==> config.mk <==
export PLATFORM = sky130hd
export DESIGN_NAME = mem_tracker_flat
export DESIGN_NICKNAME = d
export VERILOG_FILES = /design/src/rtl/gouram_trace_pkg.sv /design/src/rtl/mem_tracker_if.sv /design/src/rtl/mem_tracker_trace_fifo.sv /design/src/rtl/mem_tracker.sv /design/src/flat_wrapper.sv
export SDC_FILE = /design/constraint.sdc
export NUM_CORES = 1
export LEC_CHECK = 0
export BUFFER_PORTS_ARGS = -buffer_cell sky130_fd_sc_hd__buf_4
export CAP_MARGIN = 20
export CORE_MARGIN = 2
export CORE_UTILIZATION = 30
export CTS_BUF_LIST = sky130_fd_sc_hd__clkbuf_4 sky130_fd_sc_hd__clkbuf_8
export CTS_CLUSTER_DIAMETER = 30
export DETAILED_ROUTE_END_ITERATION = 8
export GPL_ROUTABILITY_DRIVEN = 0
export PLACE_DENSITY = 0.54
export SYNTH_ARGS = -nofsm -noshare
export SYNTH_HDL_FRONTEND = slang
export SYNTH_SLANG_ARGS = --single-unit
export TNS_END_PERCENT = 1
==> constraint.sdc <==
create_clock -name clk -period 17.39 [get_ports clk]
set_input_delay 3.478 -clock clk [delete_from_list [all_inputs] [get_ports clk]]
set_output_delay 3.478 -clock clk [all_outputs]
set_load 0.01 [all_outputs]
==> src/rtl/gouram_trace_pkg.sv <==
// Shared types for the memory-access tracker: pending load/store entries, trace records, FSM states.
// Optional MEM_TRACKER_DATA_EN adds a data field to every trace record.
package gouram_trace_pkg;

    localparam int INSTR_ADDR_W = 16;
    localparam int INSTR_DATA_W = 32;
    localparam int DATA_ADDR_W  = 32;
    localparam int DATA_DATA_W  = 32;
    localparam int TIME_W       = 32;

    typedef enum logic [1:0] {
        TRACK_REQ    = 2'd0,
        TRACK_GRANT  = 2'd1,
        TRACK_RVALID = 2'd2
    } track_state_t;

    typedef struct packed {
        logic [INSTR_DATA_W-1:0] instruction;
        logic [INSTR_ADDR_W-1:0] instr_addr;
        logic [TIME_W-1:0]       dec_end;
    } pending_t;

    typedef struct packed {
        logic [INSTR_DATA_W-1:0] instruction;
        logic [INSTR_ADDR_W-1:0] instr_addr;
        logic [DATA_ADDR_W-1:0]  data_addr;
        logic                    is_store;
        logic                    matched;
        logic [TIME_W-1:0]       dec_end;
        logic [TIME_W-1:0]       req_start;
        logic [TIME_W-1:0]       gnt;
        logic [TIME_W-1:0]       rvalid;
`ifdef MEM_TRACKER_DATA_EN
        logic [DATA_DATA_W-1:0]  data;
`endif
    } mem_trace_t;

    // RISC-V STORE major opcode; lets consumers classify a record's instruction word.
    function automatic logic check_store(input logic [INSTR_DATA_W-1:0] instr);
        return instr[6:0] == 7'b0100011;
    endfunction

endpackage

==> src/rtl/mem_tracker_if.sv <==
// Trace-record stream from mem_tracker to the trace buffer.
// Handshake: a record transfers on a clock edge where rec_valid && rec_ready; rec_o holds while rec_valid && !rec_ready.
interface mem_tracker_if;
    import gouram_trace_pkg::*;

    logic       rec_valid;
    logic       rec_ready;
    mem_trace_t rec_o;

    modport master (output rec_valid, output rec_o, input rec_ready);
    modport slave  (input rec_valid, input rec_o, output rec_ready);

endinterface

==> src/rtl/mem_tracker_trace_fifo.sv <==
// Generic typed FIFO with extra-bit pointers; head reads as zero while empty.
// A push to a full FIFO succeeds when a pop happens in the same cycle.
module trace_fifo #(
    parameter type T     = logic [7:0],
    parameter int  DEPTH = 4
) (
    input  logic clk,
    input  logic rst_n,
    input  logic push,
    input  T     wdata,
    input  logic pop,
    output T     rdata,
    output logic full,
    output logic empty
);

    localparam int AW = $clog2(DEPTH);

    logic [AW:0] wr_ptr_q, wr_ptr_d;
    logic [AW:0] rd_ptr_q, rd_ptr_d;
    logic        do_push, do_pop;
    T            mem_q [DEPTH];

    always_comb begin
        empty    = (wr_ptr_q == rd_ptr_q);
        full     = (wr_ptr_q[AW-1:0] == rd_ptr_q[AW-1:0]) && (wr_ptr_q[AW] != rd_ptr_q[AW]);
        // Pop only sees entries written on earlier edges.
        do_pop   = pop && !empty;
        do_push  = push && (!full || do_pop);
        wr_ptr_d = wr_ptr_q + {{AW{1'b0}}, do_push};
        rd_ptr_d = rd_ptr_q + {{AW{1'b0}}, do_pop};
        rdata    = empty ? T'('0) : mem_q[rd_ptr_q[AW-1:0]];
    end

    always_ff @(posedge clk or negedge rst_n) begin
        if (!rst_n) begin
            wr_ptr_q <= '0;
            rd_ptr_q <= '0;
        end else begin
            wr_ptr_q <= wr_ptr_d;
            rd_ptr_q <= rd_ptr_d;
        end
    end

    always_ff @(posedge clk) begin
        if (do_push) begin
            mem_q[wr_ptr_q[AW-1:0]] <= wdata;
        end
    end

endmodule

==> src/rtl/mem_tracker.sv <==
// Pairs each data-memory req/gnt/rvalid transaction with the oldest pending load/store and emits trace records.
// Define MEM_TRACKER_DATA_EN to carry load/store data in each record.
module mem_tracker
    import gouram_trace_pkg::*;
#(
    parameter int INSTR_ADDR_WIDTH    = INSTR_ADDR_W,
    parameter int INSTR_DATA_WIDTH    = INSTR_DATA_W,
    parameter int DATA_ADDR_WIDTH     = DATA_ADDR_W,
    parameter int DATA_DATA_WIDTH     = DATA_DATA_W,
    parameter int PENDING_BUFFER_SIZE = 8,
    parameter int OUT_BUFFER_SIZE     = 4
) (
    input  logic                        clk,
    input  logic                        rst_n,
    input  logic [31:0]                 counter,
    input  logic                        if_data_ready,
    input  logic [INSTR_DATA_WIDTH-1:0] if_instruction,
    input  logic [INSTR_ADDR_WIDTH-1:0] if_instr_addr,
    input  logic [31:0]                 dec_stage_end,
    input  logic                        data_req,
    input  logic                        data_gnt,
    input  logic                        data_rvalid,
    input  logic [DATA_ADDR_WIDTH-1:0]  data_addr,
    input  logic                        data_we,
    input  logic [DATA_DATA_WIDTH-1:0]  data_rdata,
    input  logic [DATA_DATA_WIDTH-1:0]  data_wdata,
    mem_tracker_if.master               rec_if,
    output logic                        overflow,
    output logic                        unmatched,
    output track_state_t                dbg_state
);

    track_state_t               state_q, state_d;
    logic [31:0]                req_start_q, req_start_d;
    logic [31:0]                gnt_q, gnt_d;
    logic [DATA_ADDR_WIDTH-1:0] addr_q, addr_d;
    logic                       we_q, we_d;
    logic                       overflow_q, overflow_d;
    logic                       unmatched_q, unmatched_d;
`ifdef MEM_TRACKER_DATA_EN
    logic [DATA_DATA_WIDTH-1:0] wdata_q, wdata_d;
`else
    logic                       unused_data;
    assign unused_data = ^{data_rdata, data_wdata};
`endif

    logic       start_req, take_gnt, complete;
    pending_t   pend_in, pend_head;
    logic       pend_full, pend_empty;
    mem_trace_t rec_in, out_head;
    logic       out_full, out_empty, out_pop;

    assign pend_in = '{instruction: if_instruction, instr_addr: if_instr_addr, dec_end: dec_stage_end};

    trace_fifo #(.T(pending_t), .DEPTH(PENDING_BUFFER_SIZE)) u_pend_fifo (
        .clk   (clk),
        .rst_n (rst_n),
        .push  (if_data_ready),
        .wdata (pend_in),
        .pop   (complete),
        .rdata (pend_head),
        .full  (pend_full),
        .empty (pend_empty)
    );

    trace_fifo #(.T(mem_trace_t), .DEPTH(OUT_BUFFER_SIZE)) u_out_fifo (
        .clk   (clk),
        .rst_n (rst_n),
        .push  (complete),
        .wdata (rec_in),
        .pop   (out_pop),
        .rdata (out_head),
        .full  (out_full),
        .empty (out_empty)
    );

    // Tracking FSM: a completing rvalid may chain straight into the next request.
    always_comb begin
        state_d     = state_q;
        req_start_d = req_start_q;
        gnt_d       = gnt_q;
        addr_d      = addr_q;
        we_d        = we_q;
`ifdef MEM_TRACKER_DATA_EN
        wdata_d     = wdata_q;
`endif
        start_req   = 1'b0;
        take_gnt    = 1'b0;
        complete    = 1'b0;

        case (state_q)
            TRACK_REQ: begin
                start_req = data_req;
            end
            TRACK_GRANT: begin
                take_gnt = data_gnt;
            end
            TRACK_RVALID: begin
                if (data_rvalid) begin
                    complete  = 1'b1;
                    start_req = data_req;
                    state_d   = TRACK_REQ;
                end
            end
            default: begin
                state_d = TRACK_REQ;
            end
        endcase

        if (start_req) begin
            req_start_d = counter;
            take_gnt    = data_gnt;
            state_d     = TRACK_GRANT;
        end

        if (take_gnt) begin
            gnt_d   = counter;
            addr_d  = data_addr;
            we_d    = data_we;
`ifdef MEM_TRACKER_DATA_EN
            wdata_d = data_wdata;
`endif
            state_d = TRACK_RVALID;
        end
    end

    always_comb begin
        rec_in             = '0;
        rec_in.instruction = pend_empty ? '0 : pend_head.instruction;
        rec_in.instr_addr  = pend_empty ? '0 : pend_head.instr_addr;
        rec_in.dec_end     = pend_empty ? '0 : pend_head.dec_end;
        rec_in.matched     = !pend_empty;
        rec_in.data_addr   = addr_q;
        rec_in.is_store    = we_q;
        rec_in.req_start   = req_start_q;
        rec_in.gnt         = gnt_q;
        rec_in.rvalid      = counter;
`ifdef MEM_TRACKER_DATA_EN
        rec_in.data        = we_q ? wdata_q : data_rdata;
`endif
    end

    always_comb begin
        out_pop     = !out_empty && rec_if.rec_ready;
        overflow_d  = overflow_q
                    | (if_data_ready && pend_full && !complete)
                    | (complete && out_full && !out_pop);
        unmatched_d = unmatched_q | (complete && pend_empty);
    end

    always_ff @(posedge clk or negedge rst_n) begin
        if (!rst_n) begin
            state_q     <= TRACK_REQ;
            req_start_q <= '0;
            gnt_q       <= '0;
            addr_q      <= '0;
            we_q        <= 1'b0;
            overflow_q  <= 1'b0;
            unmatched_q <= 1'b0;
`ifdef MEM_TRACKER_DATA_EN
            wdata_q     <= '0;
`endif
        end else begin
            state_q     <= state_d;
            req_start_q <= req_start_d;
            gnt_q       <= gnt_d;
            addr_q      <= addr_d;
            we_q        <= we_d;
            overflow_q  <= overflow_d;
            unmatched_q <= unmatched_d;
`ifdef MEM_TRACKER_DATA_EN
            wdata_q     <= wdata_d;
`endif
        end
    end

    assign rec_if.rec_valid = !out_empty;
    assign rec_if.rec_o     = out_head;
    assign overflow         = overflow_q;
    assign unmatched        = unmatched_q;
    assign dbg_state        = state_q;

endmodule
==> src/flat_wrapper.sv <==
// flat-port wrapper written by rule: the top's interface ports become plain ports
module mem_tracker_flat import gouram_trace_pkg::*;
#(
    parameter int INSTR_ADDR_WIDTH    = INSTR_ADDR_W,
    parameter int INSTR_DATA_WIDTH    = INSTR_DATA_W,
    parameter int DATA_ADDR_WIDTH     = DATA_ADDR_W,
    parameter int DATA_DATA_WIDTH     = DATA_DATA_W,
    parameter int PENDING_BUFFER_SIZE = 8,
    parameter int OUT_BUFFER_SIZE     = 4
)
  (clk, rst_n, counter, if_data_ready, if_instruction, if_instr_addr, dec_stage_end, data_req, data_gnt, data_rvalid, data_addr, data_we, data_rdata, data_wdata, overflow, unmatched, dbg_state, rec_if_rec_valid, rec_if_rec_o, rec_if_rec_ready);
  mem_tracker_if rec_if_i ();
  input  logic clk;
  input  logic rst_n;
  input  logic [31:0] counter;
  input  logic if_data_ready;
  input  logic [INSTR_DATA_WIDTH-1:0] if_instruction;
  input  logic [INSTR_ADDR_WIDTH-1:0] if_instr_addr;
  input  logic [31:0] dec_stage_end;
  input  logic data_req;
  input  logic data_gnt;
  input  logic data_rvalid;
  input  logic [DATA_ADDR_WIDTH-1:0] data_addr;
  input  logic data_we;
  input  logic [DATA_DATA_WIDTH-1:0] data_rdata;
  input  logic [DATA_DATA_WIDTH-1:0] data_wdata;
  output logic overflow;
  output logic unmatched;
  output track_state_t dbg_state;
  output wire logic [$bits(rec_if_i.rec_valid)-1:0] rec_if_rec_valid;
  output wire logic [$bits(rec_if_i.rec_o)-1:0] rec_if_rec_o;
  input wire logic [$bits(rec_if_i.rec_ready)-1:0] rec_if_rec_ready;
  assign rec_if_rec_valid = rec_if_i.rec_valid;
  assign rec_if_rec_o = rec_if_i.rec_o;
  assign rec_if_i.rec_ready = rec_if_rec_ready;
  mem_tracker #(.INSTR_ADDR_WIDTH(INSTR_ADDR_WIDTH), .INSTR_DATA_WIDTH(INSTR_DATA_WIDTH), .DATA_ADDR_WIDTH(DATA_ADDR_WIDTH), .DATA_DATA_WIDTH(DATA_DATA_WIDTH), .PENDING_BUFFER_SIZE(PENDING_BUFFER_SIZE), .OUT_BUFFER_SIZE(OUT_BUFFER_SIZE)) u_core (.clk(clk), .rst_n(rst_n), .counter(counter), .if_data_ready(if_data_ready), .if_instruction(if_instruction), .if_instr_addr(if_instr_addr), .dec_stage_end(dec_stage_end), .data_req(data_req), .data_gnt(data_gnt), .data_rvalid(data_rvalid), .data_addr(data_addr), .data_we(data_we), .data_rdata(data_rdata), .data_wdata(data_wdata), .rec_if(rec_if_i), .overflow(overflow), .unmatched(unmatched), .dbg_state(dbg_state));
endmodule
# Word-level counts from Yosys, hierarchy flattened
# Memory sizes are Yosys's and may differ from the RTL's.
# Index checks and enable logic that the tools add are counted.
# op_classes
addsub	4
mul	0
div	0
magnitude_cmp	0
n_eq_ne	10
shift	0
n_mux	18
n_bitwise	3
reduce_logical	23
# op_table
operator	n
2-to-1 mux 210 bit	1
2-to-1 mux 32 bit	2
2-to-1 mux 16 bit	1
logical AND 1 bit	12
2-to-1 mux 1 bit	9
adder 4 x 1 -> 4 bit	2
adder 3 x 1 -> 3 bit	2
== test 3 bit	2
logical NOT 1 bit	6
2-to-1 mux 2 bit	3
== test 4 bit	1
inequality test 4 x 2 -> 1 bit (second input constant)	1
one-hot mux 2 bit (2 select lines)	1
inequality test 3 x 1 -> 1 bit (second input constant)	1
OR 1 bit	3
== test 2 x 1 -> 1 bit (second input constant)	1
== test 2 bit	1
== test 2 bit (second input constant)	1
logical NOT 2 bit	1
logical OR 1 bit	2
inequality test 1 bit	2
one-hot mux 1 bit (2 select lines)	1
AND reduction 2 bit	1
OR reduction 2 bit	1
# totals
register_bits	115
latchBits	0
mem_bits_rw	1480
romBits	0
input_bits	216
out_inout_bits	215
word_cells	71
mem_count	2
# mem_list
name	words	word_bits	read_ports	rd_ports_with_merged_regs	write_ports	line_no	rtl
u_core.u_out_fifo.mem_q	4	210	1	0	1	mem_tracker_trace_fifo.sv:22	T mem_q [DEPTH];
u_core.u_pend_fifo.mem_q	8	80	1	0	1	mem_tracker_trace_fifo.sv:22	

# Longest topological paths before layout
# depth
ltp_word	8
mapped_depth	10
mapped_depth_nobuf	7

# Modules after synthesis
# A second synthesis with hierarchy kept.
# hier_totals
hier_cells	3005
area_unflattened_um2	61645.4
# by_module_without_submodules
mod	n_inst	cells_each	area_per_inst_um2
trace_fifo (u_core.u_out_fifo)	1	1355	31966.9
trace_fifo (u_core.u_pend_fifo)	1	1335	25131.6
mem_tracker	1	315	4546.9

# Least setup slack after synthesis
# OpenSTA, ideal clock, no wires.
# synth_path
path_kind	input-to-reg
from	in data_rvalid
to	mem u_core.u_out_fifo.mem_q[0][0] in the netlist's numbering, enable pin
setup_ns	1.080
arrival_ns	19.100
required_ns	16.310
setup_slack_ns	-2.790
stages	3
cell_sequence	nand3b_1 a41oi_1 nor3b_1
# synth_between
elab_chain_cells	5
# synth_rtl
item	line_no	rtl
start: declaration	flat_wrapper.sv:22	input logic data_rvalid;
2-to-1 mux 1 bit	mem_tracker.sv:99	if (data_rvalid) begin
2-to-1 mux 1 bit	mem_tracker.sv:91	case (state_q)
logical AND 1 bit	mem_tracker_trace_fifo.sv:29	do_push = push && (!full || do_pop);
2-to-1 mux 1 bit	mem_tracker_trace_fifo.sv:46	if (do_push) begin
2-to-1 mux 1 bit (not written as such)	mem_tracker_trace_fifo.sv:47	mem_q[wr_ptr_q[AW-1:0]] <= wdata;
end: declaration	mem_tracker_trace_fifo.sv:22	
# No other way between the ends.

# Final worst setup path
# layout_path
from	reg u_core.u_out_fifo.rd_ptr_q[0]
to	out rec_if_rec_o[148]
# layout_between
elab_chain_cells	2
word_cells_on_any_way	3
classes_between	1 x eq/ne; 1 x mux; 1 x memory
# layout_rtl
item	line_no	rtl
start: declaration	mem_tracker_trace_fifo.sv:20	logic [AW:0] rd_ptr_q, rd_ptr_d;
start signal: assignment	mem_tracker_trace_fifo.sv:41	rd_ptr_q <= rd_ptr_d;
memory (4 x 210 bit) / == test 3 bit (equally long branches)	n/a	
2-to-1 mux 210 bit *	mem_tracker_trace_fifo.sv:32	rdata = empty ? T'('0) : mem_q[rd_ptr_q[AW-1:0]];
end: declaration	flat_wrapper.sv:31	output wire logic [$bits(rec_if_i.rec_o)-1:0] rec_if_rec_o;
# Mark *: on every way between the ends. The rest lies on a longest branch, timed or not.

==> qor.yml <==
r2r_start: "u_core.dbg_state[0]"
cts-root-buf: "clkbuf_8"
port-buffer-count: 366
fill_cells: 18460
maxSlewViolCount: 0
period_minus_slack_ns: 7.994
ios: 431
yosys.area.top_type: "edfxtp_1"
clk_pin_slew_worst_paths_ns: 0.05
dpl.cell_count: 5573
postRouteWirelength_mm: 141.8
rsz0062_at_grt: "false"
cp_cell_sequence: "xnor2_1, nand2_1, nor2_4, buf_12, buf_4, nor2b_1, buf_4"
drt-initial-drc-count: 1721
synthAdderAreaFrac: 0.001653
synthMuxAreaShare: 0.1687
drive_gt1_frac: 0.4083
die_width_um: 453.3
wl_per_cell_um: 22.83
crit_family: "buffers and inverters"
cts_setup_buffers: 0
ff2ff_path_depth: 5
max_stage_delay_ns: 0.91
seqCellArea_um2: 47340
synth_nets: 2858
dieArea_um2: 205500
vias: 28310
cp_data_arrival_time_ns: 4.52
startpoint_type: "register"
synth_top_family_by_area: "multiplexers"
crit_required_ns: 13.91
regToRegEndpoint: "u_core.u_out_fifo.mem_q[2][85]"
first_global_vias: 30560
criticalPathCategory: "register to output pin"
cts.htree.levels: 5
clk_path_buf_depth: 4
synth_ff_type: "edfxtp_1"
synth_compound_gate_area_share: 0.0009918
cts_tree: "built"
tightestPinTransition_ns: 1.074
viasPerCell: 4.557
cts_resized: 0
synth.distinct_cells: 37
yosysSeqAreaShare: 0.7815
start_util: 0.3024
tns_ns: 0
fin_crit_sh: 0.4597
hold_viol: 0
track_usage: 0.1370
synth_edf_count: 1480
worstSkewPairLatency_ns: 1.04
hold_class: "register to register"
cts_buffers: 359
clock-sinks: 1595
critPathCapture: "rec_if_rec_o[148]"
grt_pass1_wl_mm: 205.5
fin_area_um2: 73800
synth_top_cell_area_share: 0.7339
fmax_mhz: 125.1
power.density_nw_per_um2: 183.5
ys_top_cells_by_area: "edfxtp_1, mux4_2, dfrtp_1"
maxSlewHeadroom: 0.2838
cp-startpoint: "u_core.u_out_fifo.rd_ptr_q[0]"
cp.depth: 7
r2r_slack_ns: 12.69
synthCells: 2634
min_path_cells: 1
synth_xor_area_frac: 0.001880
status: "finished, final reports clean"
avgSynthCellArea_um2: 22.99
synth_area_um2: 60550
final_cells: 6212
core_um2: 200300
skew_ns: 0.08164
core.rowCount: 164
die_h_um: 453.3
ys_seq_elements: 1595
drt_first_pass_iters: 6
yosys.area_share.simple: 0.02996
max-cap-violations: 0
post-route-drc-count: 0
cpMaxStageDelayCell: "dfrtp_4"
timing.hold.ws_ns: 0.4678
async_flop_share: 0.07210
post-dp-hpwl_mm: 75.06
end_kind: "output pin"
grt-ovfl-total: 0
setup_viol: 0
cp_max_fo: 137
drtAntennaViolNets: 0
crit_buf_inv: 3
placed_cell_area_um2: 66280
multi_input_area_um2: 12390
hold_buffers: 0
cp_common_cell: "buf_4"
final_nets: 3502
syn_to_final_growth_pct: 21.87
ys_warn_count: 0
vdd_drop_max_uv: 130.2
leakagePower_nw: 24.81
antenna_found_initial: 23
grt_max_degree: 138
[placed cells by master (no fill, tap or decap), types with 8 or more instances in the layout]
cell	n
buf_4	412
bufinv_16	34
clkbuf_4	72
clkbuf_8	369
clkinv_1	48
clkinv_2	66
clkinv_4	10
clkinvlp_4	25
dfrtp_1	110
edfxtp_1	1480
ha_1	8
mux2_1	45
mux2_2	52
mux2i_1	79
mux4_2	370
nor2_1	82
nor2b_1	212
[per-layer routing]
layer	vias to the layer above	track usage	wire (um)
li1	12220	-	-
met1	15020	0.1697	58890
met2	772	0.2287	71010
met3	271	0.03920	8127
met4	22	0.04807	3643
met5	-	0	136
[stage by stage]
step / total power [W] / utilization / setup WS [ns]
4_1_cts: 0.01383 / 0.3684 / 9.044
3_3_place_gp: 0.009394 / 0.3309 / 9.311
2_1_floorplan: 0.007791 / - / 3.906
5_1_grt: 0.01425 / 0.3685 / 8.954
3_5_place_dp: 0.009444 / 0.3309 / 9.266
6_report: 0.01354 / 0.3685 / 9.396
[report_power, final]
| part | total (W) | internal [W] | switching (W) |
|---|---|---|---|
| logic | 0.00393 | 0.00177 | 0.00216 |
| clock network | 0.00432 | 0.00264 | 0.00168 |
| registers | 0.00529 | 0.00501 | 0.000282 |
| total | 0.0135 | 0.00942 | 0.00412 |
[Yosys cell counts (2+ instances only)]
cell type	number
buf_1	2
buf_2	79
buf_6	40
clkbuf_1	13
dfrtp_1	115
edfxtp_1	1480
ha_1	8
inv_1	3
inv_2	2
mux2_1	45
mux2_2	52
mux2i_1	79
mux4_2	370
nand2_1	7
nand2b_1	3
nand3_1	2
nor2_1	83
nor2_4	2
nor2b_1	212
nor3_1	8
nor4_1	2
xnor2_1	7
xor2_1	6
[final cells by class]
class                   instances  share of cell area
flip-flops and latches       1595              0.6415
multi-input cells             899              0.1679
clock buffers                 441             0.07614
well taps                    2656             0.04503
repair buffers                418             0.04342
clock inverters               191             0.02550
inverters                       5           0.0002543
diodes                          7           0.0002374
[cell families after synthesis]
| family | after synthesis |
|---|---|
| compound gates | 7 |
| xor+xnor | 13 |
| fa+ha+maj | 8 |
| buf+inv | 140 |
| flops | 1595 |
| mux | 546 |
| simple gates | 325 |
[worst min path at each step]
stage | end | from | slack (ns)
after detailed placement | u_core.overflow | u_core.overflow | 0.47
after CTS | u_core.u_out_fifo.mem_q[3][46] | u_core.gnt_q[14] | 0.47
after floorplan | u_core.u_out_fifo.wr_ptr_q[2] | u_core.u_out_fifo.wr_ptr_q[2] | 0.46
after global routing | u_core.u_out_fifo.mem_q[3][46] | u_core.gnt_q[14] | 0.48
after global placement | u_core.overflow | u_core.overflow | 0.46
final | u_core.overflow | u_core.overflow | 0.47
[state kept, by name, indices dropped and copies added (netlist names)]
name and flops:
u_core.addr_q 32, u_core.dbg_state 2, u_core.gnt_q 32, u_core.overflow 1
u_core.req_start_q 32, u_core.u_out_fifo.mem_q 840, u_core.u_out_fifo.rd_ptr_q 3, u_core.u_out_fifo.wr_ptr_q 3
u_core.u_pend_fifo.mem_q 640, u_core.u_pend_fifo.rd_ptr_q 4, u_core.u_pend_fifo.wr_ptr_q 4, u_core.unmatched 1
u_core.we_q 1
Note: power is estimated with default switching activity, not from simulation.
